<file path="src/rtl/uart_pkg.sv">
`default_nettype none
// ============================================================================
//  Module      : uart_pkg
//  Description : Shared types and constants for the 3-byte UART command sender.
//  Revision    : 1.0  initial release
// ============================================================================
package uart_pkg;

    typedef enum logic [1:0] {
        IDLE     = 2'd0,
        SEND_CMD = 2'd1,
        SEND_HI  = 2'd2,
        SEND_LO  = 2'd3
    } snd_state_t;

    typedef enum logic {
        TX_IDLE = 1'b0,
        TX_XMIT = 1'b1
    } tx_state_t;

    localparam int FRAME_BITS  = 10;
    localparam int FRAME_BYTES = 3;

endpackage
`default_nettype wire

</file>
<file path="src/rtl/uart_tx.sv">
`default_nettype none
// ============================================================================
//  Module      : uart_tx
//  Description : 8N1 UART bit transmitter; reloadable on the tx_done cycle.
//  Revision    : 1.0  initial release
// ============================================================================
module uart_tx
    import uart_pkg::*;
#(
    parameter int BAUD_DIV = 2604
) (
    input  logic       clk,
    input  logic       rst,
    input  logic       trmt,
    input  logic [7:0] tx_data,
    output logic       TX,
    output logic       tx_done
);

    tx_state_t   state_q, state_d;
    logic [9:0]  shift_q, shift_d;
    logic [15:0] baud_cnt_q, baud_cnt_d;
    logic [3:0]  bit_cnt_q, bit_cnt_d;
    logic        baud_term;

    assign baud_term = (baud_cnt_q == 16'(BAUD_DIV - 1));
    assign TX        = shift_q[0];

    always_comb begin
        state_d    = state_q;
        shift_d    = shift_q;
        baud_cnt_d = baud_cnt_q;
        bit_cnt_d  = bit_cnt_q;
        tx_done    = 1'b0;

        if (state_q == TX_XMIT) begin
            if (baud_term) begin
                baud_cnt_d = 16'd0;
                if (bit_cnt_q == 4'(FRAME_BITS - 1)) begin
                    tx_done   = 1'b1;
                    state_d   = TX_IDLE;
                    bit_cnt_d = 4'd0;
                end else begin
                    shift_d   = {1'b1, shift_q[9:1]};
                    bit_cnt_d = bit_cnt_q + 4'd1;
                end
            end else begin
                baud_cnt_d = baud_cnt_q + 16'd1;
            end
        end

        // A load takes priority so the next byte can start straight after a stop bit.
        if (trmt) begin
            state_d    = TX_XMIT;
            shift_d    = {1'b1, tx_data, 1'b0};
            baud_cnt_d = 16'd0;
            bit_cnt_d  = 4'd0;
        end
    end

    always_ff @(posedge clk or posedge rst) begin
        if (rst) begin
            state_q    <= TX_IDLE;
            shift_q    <= '1;
            baud_cnt_q <= 16'd0;
            bit_cnt_q  <= 4'd0;
        end else begin
            state_q    <= state_d;
            shift_q    <= shift_d;
            baud_cnt_q <= baud_cnt_d;
            bit_cnt_q  <= bit_cnt_d;
        end
    end

endmodule
`default_nettype wire

</file>
<file path="src/rtl/uart_cmd_sender.sv">
`default_nettype none
// ============================================================================
//  Module      : uart_cmd_sender
//  Description : Sends {cmd, data[15:8], data[7:0]} as three back-to-back 8N1 frames.
//  Revision    : 1.0  initial release
// ============================================================================
module uart_cmd_sender
    import uart_pkg::*;
#(
    parameter int BAUD_DIV = 2604
) (
    input  logic        clk,
    input  logic        rst,
    input  logic        snd_cmd,
    input  logic [7:0]  cmd,
    input  logic [15:0] data,
    output logic        busy,
    output logic        cmd_sent,
    output logic        TX
);

    snd_state_t  state_q, state_d;
    logic [15:0] data_q, data_d;
    logic        busy_q, busy_d;
    logic        cmd_sent_q, cmd_sent_d;
    logic        trmt;
    logic [7:0]  tx_byte;
    logic        tx_done;

    uart_tx #(
        .BAUD_DIV (BAUD_DIV)
    ) u_uart_tx (
        .clk     (clk),
        .rst     (rst),
        .trmt    (trmt),
        .tx_data (tx_byte),
        .TX      (TX),
        .tx_done (tx_done)
    );

    always_comb begin
        state_d    = state_q;
        data_d     = data_q;
        busy_d     = busy_q;
        cmd_sent_d = cmd_sent_q;
        trmt       = 1'b0;
        tx_byte    = 8'hFF;

        case (state_q)
            IDLE: begin
                // cmd goes straight to the transmitter, so only data needs a shadow copy.
                tx_byte = cmd;
                if (snd_cmd) begin
                    trmt       = 1'b1;
                    data_d     = data;
                    busy_d     = 1'b1;
                    cmd_sent_d = 1'b0;
                    state_d    = SEND_CMD;
                end
            end
            SEND_CMD: begin
                tx_byte = data_q[15:8];
                if (tx_done) begin
                    trmt    = 1'b1;
                    state_d = SEND_HI;
                end
            end
            SEND_HI: begin
                tx_byte = data_q[7:0];
                if (tx_done) begin
                    trmt    = 1'b1;
                    state_d = SEND_LO;
                end
            end
            SEND_LO: begin
                if (tx_done) begin
                    busy_d     = 1'b0;
                    cmd_sent_d = 1'b1;
                    state_d    = IDLE;
                end
            end
            default: state_d = IDLE;
        endcase
    end

    always_ff @(posedge clk or posedge rst) begin
        if (rst) begin
            state_q    <= IDLE;
            data_q     <= 16'd0;
            busy_q     <= 1'b0;
            cmd_sent_q <= 1'b0;
        end else begin
            state_q    <= state_d;
            data_q     <= data_d;
            busy_q     <= busy_d;
            cmd_sent_q <= cmd_sent_d;
        end
    end

    assign busy     = busy_q;
    assign cmd_sent = cmd_sent_q;

endmodule
`default_nettype wire
</file>
<file path="config.mk">
export PLATFORM = sky130hd
export DESIGN_NAME = uart_cmd_sender
export DESIGN_NICKNAME = d
export VERILOG_FILES = /design/src/rtl/uart_pkg.sv /design/src/rtl/uart_tx.sv /design/src/rtl/uart_cmd_sender.sv
export SDC_FILE = /design/constraint.sdc
export NUM_CORES = 1
export LEC_CHECK = 0
export ABC_CLOCK_PERIOD_IN_PS = 6600
export BUFFER_PORTS_ARGS = -buffer_cell sky130_fd_sc_hd__buf_2
export CORE_ASPECT_RATIO = 0.75
export CORE_MARGIN = 2
export CORE_UTILIZATION = 55
export CTS_CLUSTER_DIAMETER = 50
export CTS_CLUSTER_SIZE = 12
export DETAILED_ROUTE_END_ITERATION = 12
export PLACE_DENSITY = 0.74
export SYNTH_ARGS = -nofsm -noshare
export SYNTH_HDL_FRONTEND = slang
export SYNTH_SLANG_ARGS = --single-unit
</file>
<file path="constraint.sdc">
create_clock -name clk -period 6.6 [get_ports clk]
set_clock_uncertainty 0.2 [all_clocks]
set_input_delay 0 -clock clk [delete_from_list [all_inputs] [get_ports clk]]
set_output_delay 0 -clock clk [all_outputs]
set_load 0.05 [all_outputs]
</file>
After elaboration in Yosys (flattened, before gate mapping):

Cells that the tools add are included.

* bits of input ports: 27
* output and inout bits: 3
* memories kept: 0
* bits in latches: 0
* ROM bits: 0
* memory bits (writable): 0
* bits in registers: 51

* mux-type cells: 33
* reduce and logical (&&, ||, !) cells: 10
* add/subtract/negate cells: 2
* $mul: 0
* shift-type cells: 0
* equal/unequal tests: 10
* bitwise logic cells: 0
* divide/modulo/power cells: 0
* order comparisons: 0

Operator list (number)
* two-way mux 16 bit: 3
* two-way mux 10 bit: 4
* case mux 8 bit (3 select lines): 1
* adder 16 x 1 -> 16 bit (second input constant): 1
* == test 16 x 12 -> 1 bit (second input constant): 1
* two-way mux 4 bit: 4
* two-way mux 1 bit: 13
* != test 2 bit (second input constant): 5
* two-way mux 2 bit: 4
* case mux 2 bit (4 select lines): 1
* case mux 1 bit (2 select lines): 3
* AND reduction 3 bit: 2
* nonzero test 2 bit: 3
* adder 4 x 1 -> 4 bit (second input constant): 1
* == test 2 bit (second input constant): 2
* == test 4 bit (second input constant): 1
* AND reduction 2 bit: 2
* AND reduction 4 bit: 1
* == test 2 x 1 -> 1 bit (second input constant): 1
* zero test 2 bit: 1
* OR reduction 2 bit: 1

Logic depth before layout (Yosys ltp):

* depth in word-level cells: 8
* depth in mapped cells: 8

By module:

From an unflattened synthesis, not the netlist that was laid out.

* cells, all modules: 262
* area, all modules: 2697.6 um^2

By module, submodules not included
* uart_tx: cells each 172, area each 1606.5 um^2, times used 1, sequential area each 762.0 um^2
* uart_cmd_sender: cells each 90, area each 1091.0 um^2, times used 1, sequential area each 500.5 um^2

Worst setup path before layout:

Ideal clock, no wire load.

* kind: register to register
* start: register u_uart_tx.baud_cnt_q[6]
* end: register state_q[1]
* setup time: 125 ps
* stages on the path, launching flop included: 6
* arrival time: 2032 ps
* data required time: 6275 ps
* path slack: 4244 ps
* cell sequence: dfrtp_1 or4b_1 nor4_4 nand3_1 a21oi_1 mux2_2

* cells in the longest elaborated chain, start to end: 5
* elaborated cells between the ends (all ways): 7

Ends and longest elaborated chain
* start: declaration: line uart_tx.sv:22 `logic [15:0] baud_cnt_q, baud_cnt_d;`
* start signal: assignment: line uart_tx.sv:70 `baud_cnt_q <= baud_cnt_d;`
* == test 16 x 12 -> 1 bit *: line uart_tx.sv:26 `assign baud_term = (baud_cnt_q == 16'(BAUD_DIV - 1));`
* two-way mux 1 bit *: line uart_tx.sv:37 `if (baud_term) begin`
* two-way mux 1 bit *: line uart_tx.sv:36 `if (state_q == TX_XMIT) begin`
* != test 2 bit (no source line)
* AND reduction 4 bit (no source line) *
* end signal: assignment: line uart_cmd_sender.sv:93 `state_q <= state_d;`
* end: declaration: line uart_cmd_sender.sv:22 `snd_state_t state_q, state_d;`

Mark *: on every way between the ends. The rest lies on a longest branch, timed or not.
A chain may end at the register's enable or synchronous reset.

Worst setup path in the final report:

* start: register state_q[0]
* end: register u_uart_tx.baud_cnt_q[11]

* cells in the longest elaborated chain, start to end: 4
* elaborated cells between the ends (all ways): 7

Ends and longest elaborated chain
* == test 2 bit / == test 2 x 1 -> 1 bit (equally long branches): line uart_cmd_sender.sv:49 `case (state_q)`
* OR reduction 2 bit (no source line)
* case mux 1 bit (2 select lines) *: line uart_cmd_sender.sv:49
* two-way mux 16 bit / nonzero test 2 bit (equally long branches)

Marks and branches as above.

==> metrics.md <==
| Metric | Value |
|---|---|
| Number of max-cap violations | 0 |
| Final hold vios | 0 |
| Final Max Slew Viols | 0 |
| Syn Nets | ~260 |
| DRC viols | 0 |
| Share of async-settable or async-resettable flops after synthesis | 1.00 |
| Most common library cells after synthesis | dfrtp_1, nor2_1, mux2_2 |
| Vias per inst | 5.80 |
| Leakage | approximately 1.4 nW |
| Final setup fails | 0 |
| Worst setup SP type | register |
| Maximum clock path buffer count | 2 |
| Sequential fraction of the synthesis area | 0.508 |
| Flop2flop setup slack | 3.37 ns |
| Crit Reg-Reg Endpoint | u_uart_tx.baud_cnt_q[11] |
| WP data arrival | roughly 3.2 ns |
| Hold path cells | 3 |
| Layout cell share with drive strength beyond 1 | 0.251 |
| RSZ-0062 raised after global routing | false |
| Synth area leader | dfrtp_1 |
| First-pass GRT wire length | around 9400 µm |
| Total CTS buffers | 5 |
| Pwr per Cell Area | 174 nW/µm² |
| Max_slew headroom | 0.174 |
| Area of the multi-input gates | 1150 µm² |
| Synthesis-to-finish area growth | 21.5% |
| Dpl hpwl | roughly 3500 µm |
| Worst Max-Slew Pin Slew | around 1.2 ns |
| CTS Sinks | 50 |
| Synthesis Warnings | 0 |
| Vias in the first global route | between 1.5k and 2k |
| Post-CTS Setup Bufs | 0 |
| Post-Syn Area | between 2000 and 2500 µm² |
| Hold buffers post-CTS | 26 |
| Placeable Area | roughly 4400 µm² |
| WP data required | 6.58 ns |
| Mean Syn Cell Area | 11.2 µm² |
| Global route total overflow | 0 |
| R2R cell count | 7 |
| CTS H-tree depth | 2 |
| CP peak stage delay | 1.11 ns |
| Netlist cell types | 47 |
| FP Rows | 21 |
| Clock tree root buffer cell | clkbuf_8 |
| Nets | 309 |
| Max Clock Freq | 309 MHz |
| ANT cells | 0 |
| Cells after Synth | 221 |
| CTS clk-pin slew, worst paths | 0.10 ns |
| Pre-antenna DRT Iters | 5 |
| Post-synthesis register bit count | 50 |
| Kind of cell adding the most delay to the critical path | compound AO/OA/AOI/OAI gates |
| CTS tree | built |
| Clk_lat worst skew | 0.31 ns |
| Antenna violations before repair | 0 |
| Hold EP | data_q[4] |
| Register area | 1260 µm² |
| Initial DRC count | roughly 120 |
| CP bufs+invs | 1 |
| Status | finished clean |
| DIE AREA | 5070 µm² |
| GP Congestion | 0.790 |
| Peak supply drop | ~0.11 mV |
| Post-synth top area share | 0.413 |
| Synth Flop Type | dfrtp_1 |
| Tcrit/Tclk final | 0.490 |
| FF-to-FF Start | state_q[0] |
| Wire per inst | 17.0 µm |
| Hold path startpoint | data[4] |
| CP Class | register to register |
| Initial Util | 0.563 |
| Slowest CP cell | a2111oi_0 |
| Post-synth EDFFs | 0 |
| Area contributors post-synth | dfrtp_1, dfstp_2, mux2_2, ha_1, nor2_1 |
| Antenna-violating nets left | 0 |
| Final core occ | 0.684 |
| Gr usage total | 0.246 |
| IO Pins | 30 |
| Worst min path class | input port to register |
| Setup_tns | 0 ns |
| Crit. End Element | register |
| Die Y-Extent | just over 60 µm |
| Via count | 1924 |
| Crit-path cells | inv_1 > ha_1 > nand3b_1 > a2111oi_0 > nand4_1 > xor2_1 > nor2_1 |
| Die width | between 80 and 90 µm |
| Largest fanout on the critical path | 14 |
| Largest net degree at the start of global routing | 51 |
| Post-CTS Resized | 0 |
| Number of fill cells | 335 |
| IO buf count | 29 |
| Drt total wl | 5640 µm |
| Fin crit period | 3.23 ns |
| Top-count cell post-synth | dfrtp_1 |
worst register-to-register path, delay by kind of cell, from the launching register on:
kind,cells,cell delay (ns)
compound gates,1,1.11
buf+inv,1,0.13
flops,1,0.41
fa+ha+maj,1,0.53
simple gates,3,0.53
xor+xnor,1,0.18
cells by family after synthesis:
group           after synthesis  share of synthesized area
flops                        50                      0.508
mux                          18                     0.0811
xor+xnor                     14                     0.0494
fa+ha+maj                     8                     0.0403
buf+inv                      18                     0.0282
simple gates                 66                      0.144
compound gates               47                      0.149
flip-flops by register name (all words and copies together) (netlist names):
signal / flops
u_uart_tx.bit_cnt_q: 4
state_q: 2
u_uart_tx.shift_q: 9
busy: 1
u_uart_tx.state_q: 1
data_q: 16
cmd_sent: 1
u_uart_tx.baud_cnt_q: 16
layout make-up:
cell class / instances / share of cell area
flip-flops and latches: 50 / 0.418
multi-input cells: 153 / 0.381
repair buffers: 55 / 0.134
well taps: 57 / 0.0236
clock buffers: 5 / 0.0228
inverters: 9 / 0.0112
clock inverters: 3 / 0.00829
where the power goes:
group	switching (mW)	total [mW]	internal (mW)
clock network	0.113	0.190	0.0768
logic	0.0114	0.0272	0.0158
registers	0	0.306	0.306
total	0.125	0.524	0.399
per-layer routing:
metal | global-route usage | share of wire | wire, µm
met1 | 0.352 | 0.46 | 2620
met2 | 0.369 | 0.48 | 2720
met3 | 0.0523 | 0.037 | 209
met4 | 0.0875 | 0.016 | 92
met5 | 0 | 0 | 0
stage by stage:
step / instances / area, µm² / worst slack (ns) / total power, mW / hold WS, ns
after detailed placement: 298 / 2660 / 3.42 / 0.327 / 0.0399
final: 332 / 3020 / 3.37 / 0.524 / 0.255
after global routing: 332 / 3020 / 3.05 / 0.541 / 0.254
after floorplan: 221 / 2480 / 4.24 / 0.317 / -0.0494
after CTS: 332 / 3020 / 3.41 / 0.523 / 0.238
after global placement: 298 / 2660 / 3.51 / 0.327 / 0.0317
cell usage in the layout (no fill, tap or decap), types with 6 or more instances in the layout:
cell type      count
nand2_1           12
dfrtp_1           41
ha_1               8
buf_2             29
nor2_1            22
a21oi_1            7
xor2_1             9
inv_1              8
mux2_2            17
a22o_1             8
dlygate4sd3_1     26
o2bb2ai_1          6
a222oi_1           8
dfstp_2            9
worst max-delay path by stage:
| stage | start | to | slack, ns | cells after the start |
|---|---|---|---|---|
| after global routing | state_q[0] | u_uart_tx.baud_cnt_q[11] | 3.05 | 7 |
| final | state_q[0] | u_uart_tx.baud_cnt_q[11] | 3.37 | 7 |
| after floorplan | u_uart_tx.baud_cnt_q[6] | state_q[1] | 4.24 | 5 |
| after global placement | state_q[0] | u_uart_tx.baud_cnt_q[11] | 3.51 | 7 |
| after CTS | state_q[0] | u_uart_tx.baud_cnt_q[11] | 3.41 | 7 |
| after detailed placement | state_q[0] | u_uart_tx.baud_cnt_q[11] | 3.42 | 7 |
Note: power is estimated with default switching activity, not from simulation.
